$ cat config.mk
export PLATFORM = sky130hd
export DESIGN_NAME = ex_mem_hilo_flat
export DESIGN_NICKNAME = d
export VERILOG_FILES = /design/src/rtl/ex_mem_hilo_if.sv /design/src/rtl/ex_mem_hilo.sv /design/src/flat_wrapper.sv
export SDC_FILE = /design/constraint.sdc
export NUM_CORES = 1
export LEC_CHECK = 0
export CORE_MARGIN = 3
export CORE_UTILIZATION = 49
export CTS_BUF_LIST = sky130_fd_sc_hd__clkbuf_2
export CTS_CLUSTER_SIZE = 25
export DETAILED_ROUTE_END_ITERATION = 8
export GPL_TIMING_DRIVEN = 0
export PLACE_DENSITY = 0.86
export SYNTH_ARGS = -nofsm -noshare
export SYNTH_HDL_FRONTEND = slang
export SYNTH_SLANG_ARGS = --single-unit
export TNS_END_PERCENT = 30
$ cat constraint.sdc
create_clock -name clk -period 2.3 [get_ports clk]
set_input_delay 0.46 -clock clk [delete_from_list [all_inputs] [get_ports clk]]
set_output_delay 0.46 -clock clk [all_outputs]
set_load 0.1 [all_outputs]
$ cat src/rtl/ex_mem_hilo_if.sv
// EX/MEM boundary bus: EX-side request signals, pipeline control and MEM-side/HI-LO results.
interface ex_mem_hilo_if #(
  parameter int unsigned DATA_W = 32,
  parameter int unsigned ADDR_W = 5
);
  logic [5:0]        stall_i;
  logic              flush_i;
  logic [DATA_W-1:0] ex_reg_i;
  logic [ADDR_W-1:0] ex_reg_w_addr_i;
  logic              ex_reg_w_en_i;
  logic              ex_hilo_w_en_i;
  logic              ex_hilo_w_addr_i;
  logic              hilo_rd_sel_i;
  logic [DATA_W-1:0] hilo_rdata_o;
  logic [DATA_W-1:0] mem_reg_o;
  logic [ADDR_W-1:0] mem_reg_w_addr_o;
  logic              mem_reg_w_en_o;
  logic              mem_valid_o;
  logic [DATA_W-1:0] hi_o;
  logic [DATA_W-1:0] lo_o;

  modport master (
    output stall_i, flush_i, ex_reg_i, ex_reg_w_addr_i, ex_reg_w_en_i,
           ex_hilo_w_en_i, ex_hilo_w_addr_i, hilo_rd_sel_i,
    input  hilo_rdata_o, mem_reg_o, mem_reg_w_addr_o, mem_reg_w_en_o,
           mem_valid_o, hi_o, lo_o
  );

  modport slave (
    input  stall_i, flush_i, ex_reg_i, ex_reg_w_addr_i, ex_reg_w_en_i,
           ex_hilo_w_en_i, ex_hilo_w_addr_i, hilo_rd_sel_i,
    output hilo_rdata_o, mem_reg_o, mem_reg_w_addr_o, mem_reg_w_en_o,
           mem_valid_o, hi_o, lo_o
  );
endinterface

$ cat src/rtl/ex_mem_hilo.sv
// EX->MEM pipeline register that also owns the architectural HI/LO pair.
// HI/LO commit on the EX->MEM capture edge; reads back to EX are combinational.
module ex_mem_hilo #(
  parameter int unsigned DATA_W   = 32,
  parameter int unsigned ADDR_W   = 5,
  parameter logic [DATA_W-1:0] HILO_RST = '0
) (
  input logic          clk,
  input logic          rst_n,
  ex_mem_hilo_if.slave bus
);

  logic [DATA_W-1:0] mem_reg_q, mem_reg_d;
  logic [ADDR_W-1:0] mem_addr_q, mem_addr_d;
  logic              mem_we_q, mem_we_d;
  logic              mem_valid_q, mem_valid_d;
  logic [DATA_W-1:0] hi_q, hi_d;
  logic [DATA_W-1:0] lo_q, lo_d;

  logic capture_c;
  logic bubble_c;
  logic hilo_commit_c;
  logic unused_stall_c;

  // Only the EX (bit3) and MEM (bit4) stall bits matter at this boundary.
  assign unused_stall_c = ^{bus.stall_i[5], bus.stall_i[2:0]};

  assign bubble_c      = bus.flush_i | (bus.stall_i[3] & ~bus.stall_i[4]);
  assign capture_c     = ~bus.flush_i & ~bus.stall_i[3];
  assign hilo_commit_c = capture_c & bus.ex_hilo_w_en_i;

  always_comb begin
    mem_reg_d   = mem_reg_q;
    mem_addr_d  = mem_addr_q;
    mem_we_d    = mem_we_q;
    mem_valid_d = mem_valid_q;
    hi_d        = hi_q;
    lo_d        = lo_q;

    if (bubble_c) begin
      mem_reg_d   = '0;
      mem_addr_d  = '0;
      mem_we_d    = 1'b0;
      mem_valid_d = 1'b0;
    end else if (capture_c) begin
      mem_reg_d   = bus.ex_reg_i;
      mem_addr_d  = bus.ex_reg_w_addr_i;
      mem_we_d    = bus.ex_reg_w_en_i;
      mem_valid_d = 1'b1;
    end

    // HI/LO writes never alias onto the GPR write enable.
    if (hilo_commit_c) begin
      if (bus.ex_hilo_w_addr_i) hi_d = bus.ex_reg_i;
      else                      lo_d = bus.ex_reg_i;
    end
  end

  // rst_n is active-high and synchronous here.
  always_ff @(posedge clk) begin
    if (rst_n) begin
      mem_reg_q   <= '0;
      mem_addr_q  <= '0;
      mem_we_q    <= 1'b0;
      mem_valid_q <= 1'b0;
      hi_q        <= HILO_RST;
      lo_q        <= HILO_RST;
    end else begin
      mem_reg_q   <= mem_reg_d;
      mem_addr_q  <= mem_addr_d;
      mem_we_q    <= mem_we_d;
      mem_valid_q <= mem_valid_d;
      hi_q        <= hi_d;
      lo_q        <= lo_d;
    end
  end

  assign bus.mem_reg_o        = mem_reg_q;
  assign bus.mem_reg_w_addr_o = mem_addr_q;
  assign bus.mem_reg_w_en_o   = mem_we_q;
  assign bus.mem_valid_o      = mem_valid_q;
  assign bus.hi_o             = hi_q;
  assign bus.lo_o             = lo_q;
  assign bus.hilo_rdata_o     = bus.hilo_rd_sel_i ? hi_q : lo_q;

endmodule

$ cat src/flat_wrapper.sv
// flat-port wrapper written by rule: the top's interface ports become plain ports
module ex_mem_hilo_flat 
#(
  parameter int unsigned DATA_W   = 32,
  parameter int unsigned ADDR_W   = 5,
  parameter logic [DATA_W-1:0] HILO_RST = '0
)
  (clk, rst_n, bus_stall_i, bus_flush_i, bus_ex_reg_i, bus_ex_reg_w_addr_i, bus_ex_reg_w_en_i, bus_ex_hilo_w_en_i, bus_ex_hilo_w_addr_i, bus_hilo_rd_sel_i, bus_hilo_rdata_o, bus_mem_reg_o, bus_mem_reg_w_addr_o, bus_mem_reg_w_en_o, bus_mem_valid_o, bus_hi_o, bus_lo_o);
  ex_mem_hilo_if #(.DATA_W(DATA_W), .ADDR_W(ADDR_W)) bus_i ();
  input logic clk;
  input logic rst_n;
  input wire logic [$bits(bus_i.stall_i)-1:0] bus_stall_i;
  input wire logic [$bits(bus_i.flush_i)-1:0] bus_flush_i;
  input wire logic [$bits(bus_i.ex_reg_i)-1:0] bus_ex_reg_i;
  input wire logic [$bits(bus_i.ex_reg_w_addr_i)-1:0] bus_ex_reg_w_addr_i;
  input wire logic [$bits(bus_i.ex_reg_w_en_i)-1:0] bus_ex_reg_w_en_i;
  input wire logic [$bits(bus_i.ex_hilo_w_en_i)-1:0] bus_ex_hilo_w_en_i;
  input wire logic [$bits(bus_i.ex_hilo_w_addr_i)-1:0] bus_ex_hilo_w_addr_i;
  input wire logic [$bits(bus_i.hilo_rd_sel_i)-1:0] bus_hilo_rd_sel_i;
  output wire logic [$bits(bus_i.hilo_rdata_o)-1:0] bus_hilo_rdata_o;
  output wire logic [$bits(bus_i.mem_reg_o)-1:0] bus_mem_reg_o;
  output wire logic [$bits(bus_i.mem_reg_w_addr_o)-1:0] bus_mem_reg_w_addr_o;
  output wire logic [$bits(bus_i.mem_reg_w_en_o)-1:0] bus_mem_reg_w_en_o;
  output wire logic [$bits(bus_i.mem_valid_o)-1:0] bus_mem_valid_o;
  output wire logic [$bits(bus_i.hi_o)-1:0] bus_hi_o;
  output wire logic [$bits(bus_i.lo_o)-1:0] bus_lo_o;
  assign bus_i.stall_i = bus_stall_i;
  assign bus_i.flush_i = bus_flush_i;
  assign bus_i.ex_reg_i = bus_ex_reg_i;
  assign bus_i.ex_reg_w_addr_i = bus_ex_reg_w_addr_i;
  assign bus_i.ex_reg_w_en_i = bus_ex_reg_w_en_i;
  assign bus_i.ex_hilo_w_en_i = bus_ex_hilo_w_en_i;
  assign bus_i.ex_hilo_w_addr_i = bus_ex_hilo_w_addr_i;
  assign bus_i.hilo_rd_sel_i = bus_hilo_rd_sel_i;
  assign bus_hilo_rdata_o = bus_i.hilo_rdata_o;
  assign bus_mem_reg_o = bus_i.mem_reg_o;
  assign bus_mem_reg_w_addr_o = bus_i.mem_reg_w_addr_o;
  assign bus_mem_reg_w_en_o = bus_i.mem_reg_w_en_o;
  assign bus_mem_valid_o = bus_i.mem_valid_o;
  assign bus_hi_o = bus_i.hi_o;
  assign bus_lo_o = bus_i.lo_o;
  ex_mem_hilo #(.DATA_W(DATA_W), .ADDR_W(ADDR_W), .HILO_RST(HILO_RST)) u_core (.clk(clk), .rst_n(rst_n), .bus(bus_i));
endmodule
==> flow_metrics.py <==
metrics = {
    "critical_path": {
        "endpoint": "bus_hilo_rdata_o[25]",
        "critPathKind": "input port to primary output",
        "required_ns": 1.84,
        "critPathMaxFanout": 10,
        "r2r_end": "u_core.bus.mem_valid_o",
        "critPathCaptureType": "primary output",
        "timing.rr.start": "u_core.bus.mem_valid_o",
        "crit_start": "bus_hilo_rd_sel_i",
        "rr_worst_depth": 2,
        "arrival_ns": 1.81,
        "crit_path_start_kind": "input port",
        "rrSetupSlack_ns": 1.38,
    },
    "floorplan": {
        "die_x_um": 105,
        "coreArea_um2": 9330,
        "die_h_um": 105,
        "die-area_um2": 10900,
        "pin_count": 185,
        "start_util": 0.510,
        "row_count": 35,
    },
    "power_and_ir_drop": {
        "peakVddDrop_uv": 316,
        "power.density_nw_per_um2": 541,
        "leakagePower_nw": 2.67,
    },
    "placement": {
        "port_buffers": 177,
        "dp_slack_ns": -0.857,
        "hpwl_mm": 10.6,
        "routabilityCongestion": 0.863,
    },
    "cells_and_area": {
        "layout_commonest_cell": "dfxtp_1",
        "final_cell_mix": "dfxtp_1 (103), nand2b_1 (96), mux2i_1 (64)",
        "n_antenna_cell": 0,
        "areaGrowthSynthToFinish_pct": 36.4,
        "fillers": 742,
        "utilization": 0.696,
        "multiInputGateArea_um2": 2480,
        "drive_gt1_frac": 0.300,
        "regArea_um2": 2060,
        "fin_nets": 702,
    },
    "timing": {
        "finalSetupViolCount": 0,
        "post-route-min-period_ns": 2.27,
        "skew_ns": 0,
        "hold_slack_ns": 0.298,
        "finalCritPeriodShare": 0.988,
        "fin_ws_ns": 0.0271,
        "slew_headroom": 0.329,
        "tightest_slew_ns": 1.01,
        "max_freq_ghz": 0.440,
        "slew_viol_final": 0,
        "rsz0062_at_grt": "yes",
        "finalHoldViolCount": 0,
    },
    "detailed_routing": {
        "vias": 4216,
        "drt-vias-per-instance": 5.36,
        "detail_route.wl_per_cell_um": 17.9,
        "dr.pass1.iters": 4,
        "postRouteAntennaNets": 0,
        "drt_iter0_drc": 146,
        "wirelength_mm": 14.1,
        "drc_errors": 0,
    },
    "grt": {
        "grt_max_degree": 17,
        "grt_pass1_wl_mm": 22.7,
        "grt_pass1_vias": 4446,
        "overflow": 0,
        "antenna_found_initial": 0,
        "grt_usage": 0.256,
    },
    "synth": {
        "synthesis.area_um2": 4760,
        "synth_fa_ha_area_frac": 0,
        "ys_seq_elements": 103,
        "syn_nets": 514,
        "synth_seq_area_share": 0.433,
        "synth_top_family_by_area": "multiplexers",
        "syn_inst": 464,
        "yosys_warnings": 0,
        "synth_compound_area_frac": 0.102,
        "ys_types": 20,
        "synth-simple-area-share": 0.208,
        "synth_xor_area_frac": 0,
        "synth_area_per_cell_um2": 10.3,
        "synthMuxAreaShare": 0.210,
    },
    "clocking": {
        "cts_buffers": 9,
        "clockBufferDepth": 2,
        "root_buffer": "clkbuf_2",
        "htreeDepth": 3,
        "cts_tree": "done",
        "worstSkewPairLatency_ns": 0.54,
        "clock-sinks": 103,
        "clk_pin_slew_ns": 0.28,
    },
    "hold_path": {
        "hold_class": "input port to flip-flop",
    },
    "outcome": {
        "status": "complete, no violations",
    },
    "job": {
        "maxCapViolations": 0,
    },
}
## cells in the mapped netlist
library cell | number | area, um2
nor2b_1 | 1 | 6.26
or4b_4 | 1 | 13.8
a211oi_1 | 38 | 285
nand4bb_1 | 1 | 11.3
buf_1 | 5 | 18.8
mux2i_1 | 64 | 641
inv_1 | 1 | 3.75
buf_6 | 4 | 45.0
or3b_1 | 17 | 149
a2111oi_0 | 1 | 8.76
buf_2 | 8 | 40.0
o21ai_0 | 38 | 190
nor4b_1 | 1 | 8.76
mux2_2 | 32 | 360
or2_2 | 1 | 6.26
clkbuf_1 | 30 | 113
dfxtp_1 | 103 | 2060
and4bb_1 | 1 | 12.5
or3b_2 | 21 | 184
nand2b_1 | 96 | 601
## kinds of logic (layout without fill, tap and decap cells)
family / count (synthesis) / in the layout
AOI/OAI and AO/OA: 77 / 77
buffers and inverters: 48 / 241
DFF: 103 / 103
muxes: 96 / 96
and+or+nand+nor: 140 / 140
## worst min-delay path by stage
| stage | start | cells past startpoint | slack [ns] | to |
|---|---|---|---|---|
| after floorplan | bus_ex_reg_i[25] | 2 | 0.64 | u_core.bus.lo_o[25] |
| after global placement | u_core.bus.mem_valid_o | 2 | 0.47 | u_core.bus.mem_valid_o |
| after detailed placement | u_core.bus.hi_o[27] | 2 | 0.48 | u_core.bus.hi_o[27] |
| after CTS | bus_flush_i | 4 | 0.27 | u_core.bus.lo_o[19] |
| after global routing | bus_flush_i | 4 | 0.26 | u_core.bus.lo_o[19] |
| final | bus_flush_i | 4 | 0.30 | u_core.bus.lo_o[19] |
## critical path, cell delays in order
cell             delay (ns)
clkbuf_1               0.23
buf_2                  0.30
mux2_2                 0.36
clkdlybuf4s15_2        0.46
## state kept, by name, indices dropped and copies added (netlist names)
register,cells
u_core.bus.mem_reg_w_addr_o,5
u_core.bus.lo_o,32
u_core.bus.mem_reg_o,32
u_core.bus.hi_o,32
u_core.bus.mem_valid_o,1
u_core.bus.mem_reg_w_en_o,1
## routing by layer
| layer | GRT usage | routed length, um | up-vias |
|---|---|---|---|
| li1 | - | - | 2006 |
| met5 | 0 | 0 | - |
| met1 | 0.310 | 5880 | 2033 |
| met2 | 0.440 | 7030 | 149 |
| met3 | 0.0506 | 798 | 28 |
| met4 | 0.108 | 376 | 0 |
## where the power goes
group / switching, mW / internal (mW) / total, mW
Sequential: 0.0265 / 1.83 / 1.86
Clock: 0.606 / 0.252 / 0.858
Combinational: 0.568 / 0.231 / 0.799
Total: 1.20 / 2.31 / 3.51
## cell type report
class                           count  share of cell area
Multi-Input combinational cell    313               0.382
Sequential cell                   103               0.318
Timing Repair Buffer              177               0.224
Buffer                             47              0.0339
Tap cell                          129              0.0249
Clock inverter                      6             0.00945
Clock buffer                       10             0.00771
Inverter                            1            0.000578
## stage by stage
step,instances,cell area (um2),total power [mW],TNS [ns]
6_report,786,6490,3.51,0
5_1_grt,786,6490,3.62,-0.0648
4_1_cts,786,6720,3.52,-0.0735
3_5_place_dp,770,6690,2.72,-24.32
3_3_place_gp,770,6690,2.71,-23.63
2_1_floorplan,464,4760,2.47,0
## what timing repair did
item	CTS	global route
hold buffers	0	0
gates cloned	0	0
buffers inserted	0	0
setup endpoints to repair	135	69
resized for setup	351	86
Note: power is estimated with default switching activity, not from simulation.
